[src/rtl/return_address_stack.sv]
// Return-address stack for the fetch/decode stage.
// A circular LIFO of subroutine return addresses with a top pointer and an
// occupancy counter. A push into a full stack overwrites the oldest entry.
// A pop from an empty stack changes nothing. Both cases raise sticky error
// flags that only reset clears. top_addr is combinational, so a RET can use
// its target in the same cycle that it pops.
module return_address_stack #(
  parameter int DEPTH      = 8,
  parameter int ADDR_WIDTH = 12
) (
  input  logic                         clk,
  input  logic                         rst,
  input  logic                         push,
  input  logic                         pop,
  input  logic                         stall,
  input  logic [ADDR_WIDTH-1:0]        push_addr,
  output logic [ADDR_WIDTH-1:0]        top_addr,
  output logic [$clog2(DEPTH):0]       count,
  output logic                         empty,
  output logic                         full,
  output logic                         overflow,
  output logic                         underflow
);

  localparam int PW = $clog2(DEPTH);
  localparam int CW = PW + 1;

  logic [ADDR_WIDTH-1:0] mem_q [DEPTH];
  logic [PW-1:0]         sp_q, sp_d;
  logic [CW-1:0]         count_q, count_d;
  logic                  overflow_q, overflow_d;
  logic                  underflow_q, underflow_d;

  logic                  do_push, do_pop;
  logic                  empty_w, full_w;
  logic [PW-1:0]         sp_inc, sp_dec;
  logic                  wr_en;
  logic [PW-1:0]         wr_idx;
  logic [ADDR_WIDTH-1:0] wr_data;

  // A stalled request is dropped outright; the caller re-presents it.
  assign do_push = push & ~stall;
  assign do_pop  = pop & ~stall;

  assign empty_w = (count_q == '0);
  assign full_w  = (count_q == CW'(DEPTH));

  // The pointer is exactly log2(DEPTH) bits wide, so it wraps for free.
  assign sp_inc = sp_q + PW'(1);
  assign sp_dec = sp_q - PW'(1);

  // Next-state: pointer, occupancy, sticky flags and the single write port.
  always_comb begin
    sp_d        = sp_q;
    count_d     = count_q;
    overflow_d  = overflow_q;
    underflow_d = underflow_q;
    wr_en       = 1'b0;
    wr_idx      = sp_q;
    wr_data     = push_addr;

    if (do_push && do_pop && !empty_w) begin
      // Replace top: the return just taken is swapped for the new call.
      wr_en  = 1'b1;
      wr_idx = sp_q;
    end else if (do_push) begin
      // Plain push. A push+pop on an empty stack also lands here and
      // deliberately leaves underflow alone.
      sp_d   = sp_inc;
      wr_en  = 1'b1;
      wr_idx = sp_inc;
      if (full_w) begin
        overflow_d = 1'b1;
      end else begin
        count_d = count_q + CW'(1);
      end
    end else if (do_pop) begin
      if (empty_w) begin
        underflow_d = 1'b1;
      end else begin
        sp_d    = sp_dec;
        count_d = count_q - CW'(1);
      end
    end
  end

  // Control state. sp resets to DEPTH-1 so the first push lands in entry 0.
  always_ff @(posedge clk or negedge rst) begin
    if (!rst) begin
      sp_q        <= PW'(DEPTH - 1);
      count_q     <= '0;
      overflow_q  <= 1'b0;
      underflow_q <= 1'b0;
    end else begin
      sp_q        <= sp_d;
      count_q     <= count_d;
      overflow_q  <= overflow_d;
      underflow_q <= underflow_d;
    end
  end

  // Entry storage. It needs no reset because count gates every read.
  always_ff @(posedge clk) begin
    if (wr_en) begin
      mem_q[wr_idx] <= wr_data;
    end
  end

  assign top_addr  = empty_w ? '0 : mem_q[sp_q];
  assign count     = count_q;
  assign empty     = empty_w;
  assign full      = full_w;
  assign overflow  = overflow_q;
  assign underflow = underflow_q;

endmodule
[config.mk]
export PLATFORM = sky130hd
export DESIGN_NAME = return_address_stack
export DESIGN_NICKNAME = d
export VERILOG_FILES = /design/src/rtl/return_address_stack.sv
export SDC_FILE = /design/constraint.sdc
export NUM_CORES = 1
export LEC_CHECK = 0
export CAP_MARGIN = 20
export CORE_UTILIZATION = 59
export DETAILED_ROUTE_END_ITERATION = 10
export HOLD_SLACK_MARGIN = 0.05
export PLACE_DENSITY = 0.82
export SYNTH_ARGS = -nofsm -noshare
export SYNTH_HDL_FRONTEND = slang
export SYNTH_SLANG_ARGS = --single-unit
[constraint.sdc]
create_clock -name clk -period 4.8 [get_ports clk]
set_input_delay 0.72 -clock clk [delete_from_list [all_inputs] [get_ports clk]]
set_output_delay 0.72 -clock clk [all_outputs]
set_load 0.1 [all_outputs]
==> results.ini <==
[outcome]
status = complete, no violations

[global_route]
antenna_found_initial = 0
grt.overflow.total = 0
grt_pass1_wl_mm = 11.5
grt_max_degree = 29
grt_pass1_vias = 2191
grt_usage_pct = 21.3

[synthesis]
synth_top_cell_area_share_pct = 65.4
synth_compound_area_share_pct = 3.04
syn_area_sq_um = 4410
synth_top_area_cell = edfxtp_1
synth_fa_ha_area_share_pct = 1.42
seq_area_frac_synth_pct = 70.6
synth_top_family_by_area = multiplexers
yosys.area_share.xor_xnor_pct = 1.39
avgSynthCellArea_sq_um = 18.8
synth_cell_type_count = 40
ys_seq_elements = 105
muxShareOfSynthArea_pct = 16.6
synthSimpleGateAreaFrac_pct = 4.94
synth_top_cells_by_area = edfxtp_1 65%, mux4_2 12%, dfrtp_1 3.4%
synth_fp_nets = 257
synth_warnings = 0
syn_inst = 235

[placed_design]
portBuffers = 36
placed_area_sq_um = 4930
gp_congestion = 0.761
place_ws_ps = 1370
dp_hpwl_mm = 4.96
dp.cells = 372

[sta]
relSlewSlack_pct = 34.7
fin_crit_sh_pct = 79.4
hold_viol_final = 0
finalWorstSetupSlack_ps = 989
worstMarginPinSlew_ps = 976
fmax_mhz = 262
rsz0062_at_grt = false
fin_setup_tns_ps = 0
maxSlewViolCount = 0
finalSetupViolations = 0
fin_skew_ps = 11.1
period_minus_slack_ps = 3810

[die]
initial_core_util_pct = 60.8
die-area_sq_um = 7820
dieWidth_um = 88.4
fp.coreArea_sq_um = 7250
die_y_um = 88.4
ios = 37
rows = 31

[critical_path]
worstSetupStartpoint = sp_q[1]$_DFFE_PN1P_
critical_path_class = reg -> out
timing.rr.start = sp_q[1]$_DFFE_PN1P_
critPathMaxFanout = 28
required_ps = 4080
end_kind = output port
cp_data_arrival_time_ps = 3090
cp-start-kind = flop

[route]
drt_iter0_drc = 127
drt-total-wl_mm = 7.58
via_count = 2228
drc = 0
wl_per_cell_um = 19.6
ant_nets = 0
drt_pass1_iterations = 4
via_per_inst = 5.76

[final_layout]
nets = 306
final_layout_size_suffix_gt1_share_pct = 23.6
mostFrequentLayoutCells = 96 x edfxtp_1, 36 x clkdlybuf4s50_1, 24 x mux4_2, 24 x nor2_1, 15 x mux2i_1
post-route-cell-area_sq_um = 5130
syn_to_final_growth_pct = 16.4
diodes = 0
final_common_cell = edfxtp_1
final_cell_count_no_fill = 387

[clock_tree]
cts_resized = 0
cts-root-buf = clkbuf_8
clockBufferDepth = 2
clkTransAtPathRegs_ps = 90
cts_buffers = 9
cts-htree-levels = 3
cts.sinks = 105
cts_tree = built
clk_latency_ps = 350
cts_hold_buffers = 0
postCtsSetupBuffers = 0

[worst_hold_path]
worstHoldPathType = reg -> reg
min_from = underflow$_DFFE_PN0P_

[job]
max-cap-violations = 0

## cell type report
cell class	count	area, sq um
clock buffers	9	124
clock inverters	6	73.8
fillers	466	2120
inverters	5	18.8
multi-input cells	113	1210
flip-flops and latches	105	3110
well taps	99	124
repair buffers	50	465
## registers in the layout, summed over array words and instances (netlist names)
signal and count:
underflow 1, overflow 1, count 4, mem_q 96, sp_q 3
## path summary, 6_finish.rpt
check,to,slack [ps],cells after the start
setup / recovery,top_addr[3],990,4
hold / removal,underflow$_DFFE_PN0P_,470,1
setup reg to reg,mem_q[5][9]$_DFFE_PP_,1890,6
hold reg to reg,underflow$_DFFE_PN0P_,470,1
max in group asynchronous,sp_q[0]$_DFFE_PN1P_,3830,1
min in group asynchronous,count[2]$_DFFE_PN0P_,660,1
## through the flow
step,util (%),hold slack [ps]
floorplan,-,424
CTS,70.7,477
global placement,68.0,453
finish,70.7,471
detailed placement,68.0,456
global route,70.7,486
## routing by layer
metal | vias up | GRT usage, % | part of all wire [%]
li1 | 1032 | - | -
met1 | 1122 | 29.5 | 45
met2 | 64 | 34.8 | 51
met3 | 10 | 3.82 | 3.4
met4 | 0 | 7.04 | 1.0
met5 | - | 0 | 0
## Yosys cell counts
library cell / n
edfxtp_1: 96
mux4_2: 24
nor2_1: 24
mux2i_1: 15
dfrtp_1: 6
buf_2: 5
ha_1: 5
inv_1: 4
o21ai_0: 4
xor2_1: 4
buf_4: 3
dfstp_2: 3
nand2_1: 3
nor3_1: 3
xnor2_1: 3
a21oi_1: 2
and3_1: 2
buf_1: 2
mux2_4: 2
nand2b_1: 2
nand3_2: 2
nor3b_1: 2
o21ai_1: 2
a21oi_2: 1
a221oi_2: 1
a2bb2oi_1: 1
a31o_2: 1
and3_2: 1
buf_6: 1
clkbuf_1: 1
inv_2: 1
mux2_1: 1
nand3b_1: 1
nor2b_1: 1
nor4_1: 1
o22ai_1: 1
o31ai_1: 1
o41a_1: 1
o41ai_4: 1
or4b_4: 1
## critical path: stages, from the launching register on
cell             delay, ps
dfstp_2                980
mux4_2                 330
mux2i_1                 70
nor2_1                 180
clkdlybuf4s50_1       1170
## cell families (layout without fill, tap and decap cells)
| group | count (synthesis) | count (layout) |
|---|---|---|
| XOR/XNOR | 7 | 7 |
| adder cells (fa/ha/maj) | 5 | 5 |
| AO/OA/AOI/OAI | 16 | 16 |
| AND/OR/NAND/NOR | 43 | 43 |
| buffers and inverters | 17 | 70 |
| flip-flops | 105 | 105 |
| multiplexers | 42 | 42 |
Power is left out: the tool's default activity adds up to more than one toggle a clock period on the data nets, which glitch-free logic cannot reach.
